--- src/rtl/csr_stable_timer_pkg.sv ---
// csr_stable_timer_pkg: CSR numbers, TCFG field indices and write masks for the timer unit
package csr_stable_timer_pkg;
  localparam logic [13:0] CSR_TID   = 14'h040;
  localparam logic [13:0] CSR_TCFG  = 14'h041;
  localparam logic [13:0] CSR_TVAL  = 14'h042;
  localparam logic [13:0] CSR_TICLR = 14'h044;
  localparam int DEF_TIMESIZE = 12;
  localparam int TCFG_EN = 0;
  localparam int TCFG_PERIODIC = 1;
  localparam logic [31:0] TID_WM = 32'hFFFF_FFFF;
  function automatic logic [31:0] tcfg_wm(input int timesize);
    return (32'h1 << (timesize + 2)) - 32'h1;
  endfunction
  localparam logic [31:0] TCFG_WM = tcfg_wm(DEF_TIMESIZE);
endpackage

--- src/rtl/csr_stable_timer_prescaler.sv ---
// csr_stable_timer_prescaler: divides the core clock into one-cycle timer ticks while enabled
module csr_stable_timer_prescaler #(
  parameter int PRESCALE = 1
) (
  input  logic aclk,
  input  logic reset,
  input  logic en,
  input  logic clr,
  output logic tick
);
  localparam int PW = PRESCALE > 1 ? $clog2(PRESCALE) : 1;
  logic [PW-1:0] pcnt;
  logic at_top;
  assign at_top = pcnt == PW'(PRESCALE - 1);
  assign tick = en & at_top;
  // count holds while disabled; a restart request zeroes it so the next tick is a full period away
  always_ff @(posedge aclk)
    if (reset || clr) pcnt <= '0;
    else if (en) pcnt <= at_top ? '0 : pcnt + 1'b1;
endmodule

--- src/rtl/csr_stable_timer.sv ---
// csr_stable_timer: TID/TCFG/TVAL/TICLR CSRs, countdown timer interrupt and free-running stable counter
module csr_stable_timer #(
  parameter int          TIMESIZE  = 12,
  parameter int          PRESCALE  = 1,
  parameter int          CNT_WIDTH = 64,
  parameter logic [31:0] CORE_ID   = 32'h0
) (
  input  logic        aclk,
  input  logic        reset,
  input  logic        csr_we,
  input  logic [13:0] csr_waddr,
  input  logic [31:0] csr_wdata,
  input  logic [31:0] csr_wmask,
  input  logic [13:0] csr_raddr,
  output logic [31:0] csr_rdata,
  output logic        csr_hit,
  output logic        timer_int,
  output logic [63:0] stable_cnt,
  output logic [31:0] tid
);
  import csr_stable_timer_pkg::*;
  localparam int TW = TIMESIZE + 2;
  localparam logic [31:0] WM_TCFG = tcfg_wm(TIMESIZE);
  logic [TW-1:0] tcfg, tcfg_new, tcfg_nx;
  logic [TIMESIZE-1:0] tval, tval_nx;
  logic ti, ti_nx;
  logic [CNT_WIDTH-1:0] cnt;
  logic [31:0] tcfg_m, tid_m;
  logic wr_tid, wr_tcfg, ticlr_clr, tick, fire, expire;
  assign wr_tid = csr_we && csr_waddr == CSR_TID;
  assign wr_tcfg = csr_we && csr_waddr == CSR_TCFG;
  assign ticlr_clr = csr_we && csr_waddr == CSR_TICLR && (csr_wdata[0] & csr_wmask[0]);
  assign tcfg_m = csr_wmask & WM_TCFG;
  assign tid_m = csr_wmask & TID_WM;
  assign tcfg_new = TW'((32'(tcfg) & ~tcfg_m) | (csr_wdata & tcfg_m));
  csr_stable_timer_prescaler #(.PRESCALE(PRESCALE)) u_prescaler (
    .aclk (aclk),
    .reset(reset),
    .en   (tcfg[TCFG_EN]),
    .clr  (wr_tcfg),
    .tick (tick)
  );
  assign fire = tick & tcfg[TCFG_EN] & ~wr_tcfg;
  assign expire = fire & (tval == '0);
  // a TCFG write reloads and suppresses that cycle's countdown; a one-shot timeout drops En itself
  always_comb begin
    tval_nx = wr_tcfg ? tcfg_new[TW-1:2] : !fire ? tval : !expire ? tval - 1'b1 : tcfg[TCFG_PERIODIC] ? tcfg[TW-1:2] : '1;
    tcfg_nx = wr_tcfg ? tcfg_new : (expire & ~tcfg[TCFG_PERIODIC]) ? {tcfg[TW-1:1], 1'b0} : tcfg;
    ti_nx = expire | (ti & ~ticlr_clr);
  end
  // timer state and the stable counter, which runs every cycle regardless of CSR traffic
  always_ff @(posedge aclk)
    if (reset) begin
      tcfg <= '0;
      tval <= '0;
      ti <= 1'b0;
      tid <= CORE_ID;
      cnt <= '0;
    end else begin
      tcfg <= tcfg_nx;
      tval <= tval_nx;
      ti <= ti_nx;
      tid <= wr_tid ? (tid & ~tid_m) | (csr_wdata & tid_m) : tid;
      cnt <= cnt + 1'b1;
    end
  // combinational read port; TICLR always reads zero
  always_comb begin
    csr_hit = csr_raddr == CSR_TID || csr_raddr == CSR_TCFG || csr_raddr == CSR_TVAL || csr_raddr == CSR_TICLR;
    csr_rdata = csr_raddr == CSR_TID ? tid : csr_raddr == CSR_TCFG ? 32'(tcfg) : csr_raddr == CSR_TVAL ? 32'(tval) : 32'h0;
  end
  assign timer_int = ti;
  assign stable_cnt = 64'(cnt);
endmodule
--- config.mk ---
export PLATFORM = sky130hd
export DESIGN_NAME = csr_stable_timer
export DESIGN_NICKNAME = d
export VERILOG_FILES = /design/src/rtl/csr_stable_timer_pkg.sv /design/src/rtl/csr_stable_timer_prescaler.sv /design/src/rtl/csr_stable_timer.sv
export SDC_FILE = /design/constraint.sdc
export NUM_CORES = 1
export LEC_CHECK = 0
export BUFFER_PORTS_ARGS = -buffer_cell sky130_fd_sc_hd__buf_2
export CORE_UTILIZATION = 50
export CTS_CLUSTER_DIAMETER = 30
export DETAILED_ROUTE_END_ITERATION = 10
export GPL_TIMING_DRIVEN = 0
export PLACE_DENSITY = 0.8
export SETUP_SLACK_MARGIN = 0.5
export SYNTH_ARGS = -nofsm -noshare
export SYNTH_HDL_FRONTEND = slang
export SYNTH_HIERARCHICAL = 1
export SYNTH_SLANG_ARGS = --single-unit
--- constraint.sdc ---
create_clock -name aclk -period 2.9 [get_ports aclk]
set_input_delay 0.58 -clock aclk [delete_from_list [all_inputs] [get_ports aclk]]
set_output_delay 0.58 -clock aclk [all_outputs]
set_load 0.05 [all_outputs]
==> results of run 1 <==
==> layer usage <==
metal,global-route usage [%],up-vias
li1,-,3366
met3,11.4,82
met1,36.3,3386
met2,55.9,346
met5,0,-
met4,18.3,0
==> power breakdown <==
group / internal, mW / switching [mW]
logic: 0.0801 / 0.128
clock network: 1.44 / 0.781
registers: 1.69 / 0.00437
==> synth_stat cells (2+ instances only) <==
master	count
a21oi_1	86
a31oi_1	4
o311ai_0	5
and2_1	20
nand4b_1	3
a21o_1	3
nor2_1	85
buf_1	3
and4_1	2
o31ai_1	4
nand4_1	34
or2_2	2
xnor2_1	14
ha_1	3
a211oi_1	3
or3_1	24
or4b_1	2
clkbuf_1	38
and3_1	3
buf_4	2
xor2_1	29
nor3_1	20
nand2_1	31
mux2i_1	24
nor4_4	2
a21boi_0	5
inv_1	47
or4_1	5
nor4_2	4
nor4_1	6
nor2b_1	6
dfxtp_1	123
nand3_1	64
a211o_1	5
o21ai_0	61
o21a_1	6
nor4b_1	2
==> through the flow <==
stage	setup slack, ns	cell area, µm²	utilization [%]
2_1_floorplan	0.260	6480	-
3_3_place_gp	-0.277	7800	64.4
3_5_place_dp	-0.301	7800	64.4
4_1_cts	0.0578	8880	73.3
5_1_grt	-0.0192	9090	75.1
6_report	0.0155	9100	75.1
==> final timing paths <==
path / start / endpoint / slack [ns] / cells after the start
setup / recovery: csr_raddr[3] / csr_rdata[24] / 0.02 / 10
hold / removal: csr_wdata[29] / register / 0.42 / 3
setup reg to reg: stable_cnt[23] / stable_cnt[51] / 0.63 / 7
hold reg to reg: timer_int / timer_int / 0.47 / 2
==> cell type report <==
type / instances / area (µm²)
tap: 168 / 210
antenna: 2 / 5.00
sequential: 123 / 2460
clock inverter: 11 / 141
fill: 908 / 3020
clock buffer: 21 / 480
buffer: 43 / 241
timing repair buffer: 244 / 1640
inverter: 47 / 176
multi-input combinational: 582 / 3740
==> critical path, stage by stage <==
cell and delay (ns):
buf_2 0.12, nor4b_4 0.25, nand4b_1 0.17, or2_4 0.27, clkbuf_16 0.15, nor3_4 0.16, buf_6 0.17, clkbuf_16 0.14
and2_4 0.14, buf_8 0.14
==> repair_timing <==
action	in CTS	in global routing
setup buffers	10	11
setup endpoints to repair	94	101
resized for setup	95	33
gates cloned	2	0
pin swaps	13	18
==> cell families (layout without fill, tap and decap cells) <==
| group | Yosys count | in the layout | synth area share [%] |
|---|---|---|---|
| adder cells (fa/ha/maj) | 4 | 4 | 0.757 |
| AND/OR/NAND/NOR | 323 | 323 | 27.9 |
| flip-flops | 123 | 123 | 39.2 |
| XOR/XNOR | 43 | 43 | 5.99 |
| AO/OA/AOI/OAI | 187 | 187 | 16.7 |
| buffers and inverters | 90 | 366 | 5.50 |
| multiplexers | 25 | 25 | 4.00 |
| other | 0 | 2 | 0 |
==> layout by cell type, fill, tap and decap left out, types with 5 or more instances in the layout <==
cell type and n:
buf_2 186, dfxtp_1 123, a21oi_1 86, nor2_1 72
nand3_1 62, o21ai_0 61, inv_1 47, nand4_1 34
nand2_1 31, clkbuf_1 30, xor2_1 29, buf_8 25
mux2i_1 24, or3_1 24, clkbuf_16 21, buf_4 18
buf_6 17, nor3_1 15, and2_4 14, xnor2_1 14
nor2_4 12, nor4_4 6, nor2b_1 6, o21a_1 6
or4_1 5, a211o_1 5, a21boi_0 5
==> impl_metrics.csv, run 1 <==
group,metric,value,unit
run_status,status,"completed",
routing,met3_length,2070,µm
synthesis,synth_top_area_share,39.2,%
timing,fmax,347,MHz
routing,dr.pass1.iters,5,
setup_path,critical_path_class,"in2out",
global_routing,first_global_vias,6678,
setup_path,cp-end-kind,"primary output",
floorplan,die_x,114,µm
cells_and_area,area_growth,44.8,%
routing,dr.max_layer_used,"met4",
timing,clock_skew,0.00524,ns
placed_design,hpwl,14200,µm
timing,slew_viol_final,0,
timing,finalCriticalPeriod,2.88,ns
clock_tree,insertion_delay,0.42,ns
synthesis,synthCells,795,
hold_path,hp-class,"in2reg",
synthesis,ys.flop_type,"dfxtp_1",
setup_path,crit_fanout,6,
timing,finalCritPeriodShare,99.5,%
global_routing,grt.total_usage,33.0,%
cells_and_area,drive_above_1_share,32.1,%
timing,rsz0062_at_grt,"true",
synthesis,synth_top_area_cell,"dfxtp_1",
synthesis,async_flop_share,0,%
synthesis,ys.warnings.count,6,
cells_and_area,final_cells,1241,
synthesis,synth_edf_count,0,
synthesis,ys_seq_area_share,39.2,%
floorplan,io_pins,225,
synthesis,synth.avg_cell_area,7.90,µm²
clock_tree,h-tree-depth,4,
routing,routedWlPerCell,18.2,µm
floorplan,start_util,51.9,%
routing,drcViolationCount,0,
timing,setup_viol,0,
global_routing,antenna_found_initial,2,
floorplan,fp.coreArea,12100,µm²
floorplan,rows,40,
setup_path,cp-start-kind,"primary input",
power_and_ir_drop,p_per_area,453,nW/µm²
setup_path,cp.required,2.32,ns
routing,totalWireLength,22600,µm
timing,final.setup.tns,0,ns
synthesis,ys_top_cells_by_area,"dfxtp_1 39%, a21oi_1 6.9%, nand3_1 5.1%",
clock_tree,holdBufCountCts,0,
routing,vias,7180,
global_routing,grt_start_max_net_pins,17,
routing,wl_met1,8510,µm
synthesis,synthesis.area,6280,µm²
synthesis,yosysUniqueCellTypes,52,
synthesis,syn-num-nets,893,
power_and_ir_drop,ir_drop,0.415,mV
cells_and_area,nets,1156,
routing,ant_nets,0,
global_routing,globalRouteOverflowTotal,0,
routing,avgViaCountPerCell,5.79,
floorplan,die-area,13000,µm²
placed_design,gp_congestion,0.930,
clock_tree,clock_sinks,123,
timing,hold_violations,0,
clock_tree,clk_pin_slew,0.05,ns
timing,relSlewSlack,53.3,%
power_and_ir_drop,leakagePower,3.89,nW
floorplan,die_h,114,µm
clock_tree,clock_path_buffers,2,
routing,drtIter0Drc,569,
placed_design,portBuffers,221,
clock_tree,tritoncts.num_buffers,17,
global_routing,grt_first_pass_wirelength,33400,µm
placed_design,place_inst,1184,
timing,holdWs,0.421,ns
power_and_ir_drop,power,4.12,mW
setup_path,arrival,2.30,ns
timing,worstMarginPinSlew,0.700,ns
clock_tree,clockRootBuffer,"clkbuf_16",
clock_tree,cts_tree,"built",
synthesis,ys_ff_latch,123,
flow_run,cap_violations,0,
routing,wl_met2,11100,µm
No activity file was read; power rests on OpenSTA's default activity.
==> inputs of run 2 (changes only) <==
--- a/config.mk
+++ b/config.mk
@@ -6,10 +6,12 @@
 export NUM_CORES = 1
 export LEC_CHECK = 0
 export BUFFER_PORTS_ARGS = -buffer_cell sky130_fd_sc_hd__buf_2
+export CORE_ASPECT_RATIO = 1.75
 export CORE_UTILIZATION = 50
 export CTS_CLUSTER_DIAMETER = 30
 export DETAILED_ROUTE_END_ITERATION = 10
 export GPL_TIMING_DRIVEN = 0
+export MAX_ROUTING_LAYER = met4
 export PLACE_DENSITY = 0.8
 export SETUP_SLACK_MARGIN = 0.5
 export SYNTH_ARGS = -nofsm -noshare
==> impl_metrics.csv, run 2 (same netlist as run 1, synthesis figures left out) <==
group,metric,value,unit
run_status,status,"completed",
floorplan,fp.coreArea,12100,µm²
clock_tree,cts_tree,"built",
global_routing,globalRouteOverflowTotal,0,
clock_tree,clock_path_buffers,2,
placed_design,portBuffers,221,
placed_design,place_inst,1181,
timing,worstMarginPinSlew,0.757,ns
timing,relSlewSlack,49.5,%
global_routing,grt.total_usage,33.6,%
clock_tree,clockRootBuffer,"clkbuf_16",
clock_tree,clk_pin_slew,0.06,ns
setup_path,max_stage_delay,0.27,ns
setup_path,critical_path_class,"in2out",
cells_and_area,area_growth,44.5,%
routing,routedWlPerCell,18.1,µm
routing,totalWireLength,22400,µm
floorplan,die_h,150,µm
clock_tree,h-tree-depth,4,
timing,rsz0062_at_grt,"true",
placed_design,gp_congestion,0.963,
setup_path,cp-start-kind,"primary input",
global_routing,grt_start_max_net_pins,17,
cells_and_area,antenna_cells,0,
clock_tree,tritoncts.num_buffers,17,
floorplan,start_util,51.8,%
clock_tree,clock_sinks,123,
timing,clock_skew,0.00953,ns
cells_and_area,nets,1155,
timing,slew_viol_final,0,
setup_path,cp-end-kind,"primary output",
floorplan,die-area,13000,µm²
global_routing,grt_first_pass_wirelength,32800,µm
global_routing,first_global_vias,7065,
clock_tree,insertion_delay,0.41,ns
setup_path,critPathSlowestCell,"or2_4",
cells_and_area,drive_above_1_share,32.0,%
timing,hold_violations,0,
cells_and_area,most-common-layout-cells,"185 x buf_2, 123 x dfxtp_1, 86 x a21oi_1, 72 x nor2_1, 62 x nand3_1",
floorplan,rows,53,
setup_path,cp.required,2.32,ns
global_routing,antenna_found_initial,0,
floorplan,die_x,86.7,µm
setup_path,path_common_cell,"buf_6",
hold_path,hp-class,"in2reg",
routing,ant_nets,0,
cells_and_area,final_cells,1235,
setup_path,worstPathCellList,"buf_6, nor4_4, nand4b_1, or2_4, clkbuf_16, nor3_4, buf_6, buf_6, and2_2, buf_8",
routing,dr.pass1.iters,7,
timing,setup_ws,0.0979,ns
power_and_ir_drop,ir_drop,0.418,mV
cells_and_area,mostFrequentLayoutCell,"buf_2",
power_and_ir_drop,p_per_area,462,nW/µm²
routing,vias,7221,
timing,finalCriticalPeriod,2.80,ns
timing,finalCritPeriodShare,96.6,%
power_and_ir_drop,leakagePower,3.88,nW
routing,avgViaCountPerCell,5.85,
flow_run,cap_violations,0,
timing,fmax,357,MHz
setup_path,cp.buffers_inverters,5,
placed_design,hpwl,15400,µm
routing,drcViolationCount,0,
floorplan,io_pins,225,
setup_path,crit_fanout,6,
timing,setup_viol,0,
placed_design,place_ws,-0.300,ns
routing,drtIter0Drc,362,
timing,final.setup.tns,0,ns
setup_path,arrival,2.22,ns
setup_path,cp_top_family,"simple AND/OR/NAND/NOR gates",
cells_and_area,nFillCells,901,
==> run 2: cell count changes in the layout (fill, tap and decap cells not counted), moves of 2 or more <==
cell / before / now
buf_4: 18 / 20
buf_8: 25 / 23
clkinv_4: 1 / 3
clkinv_2: 4 / 0
diode_2: 2 / 0
==> run 2: per-stage QoR <==
step / utilization [%] / hold WS [ns] / instance area, µm² / power, mW
after floorplan: - / 0.467 / 6480 / 1.81
after global placement: 64.2 / 0.456 / 7800 / 1.92
after detailed placement: 64.2 / 0.474 / 7800 / 1.93
after CTS: 73.1 / 0.418 / 8870 / 4.19
after global routing: 74.8 / 0.418 / 9080 / 4.30
final: 74.8 / 0.419 / 9080 / 4.19
==> run 2: path summary, 6_finish.rpt <==
path / start / to / slack, ns / depth (start not counted)
worst min register to register: timer_int / timer_int / 0.48 / 2
worst max register to register: tval[6] / tval[5] / 0.51 / 6
worst max-delay path: csr_raddr[12] / csr_rdata[31] / 0.1 / 10
worst min-delay path: csr_wdata[29] / register / 0.42 / 3
==> run 2: metal layers <==
layer	track usage [%]	vias up	share of wire [%]
met5	-	-	0
met4	20.3	0	5.1
li1	-	3363	-
met1	31.3	3400	34
met2	61.7	357	54
met3	7.24	101	6.5
==> run 2: where the power goes <==
part | internal (mW) | leakage (nW) | switching [mW] | total [mW]
sequential | 1.69 | 0.991 | 0.00534 | 1.70
clock | 1.51 | 0.304 | 0.779 | 2.29
combinational | 0.0815 | 2.59 | 0.123 | 0.205
total | 3.29 | 3.88 | 0.907 | 4.19
==> run 2: final cells by class <==
type / instances / area, µm² / share of cell area (%)
Clock inverter: 9 / 161 / 1.78
Tap cell: 165 / 206 / 2.27
Timing Repair Buffer: 243 / 1610 / 17.7
Clock buffer: 23 / 478 / 5.27
Inverter: 47 / 176 / 1.94
Buffer: 43 / 240 / 2.65
Multi-Input combinational cell: 582 / 3740 / 41.2
Sequential cell: 123 / 2460 / 27.1
==> run 2: what timing repair did <==
item / CTS / global route
resized for setup: 95 / 31
pin swaps: 13 / 13
setup endpoints to repair: 103 / 93
setup buffers: 8 / 12
endpoints found under the hold margin: 0 / 0
hold buffers: 0 / 0
cloned: 2 / 0
==> run 2: worst reg2reg max path, stage by stage, from the launching register on <==
cell and delay (ns):
dfxtp_1 0.30, clkbuf_1 0.20, or4_1 0.60, nor4_2 0.27, nand3_2 0.26, o311ai_0 0.44
a311oi_1 0.16
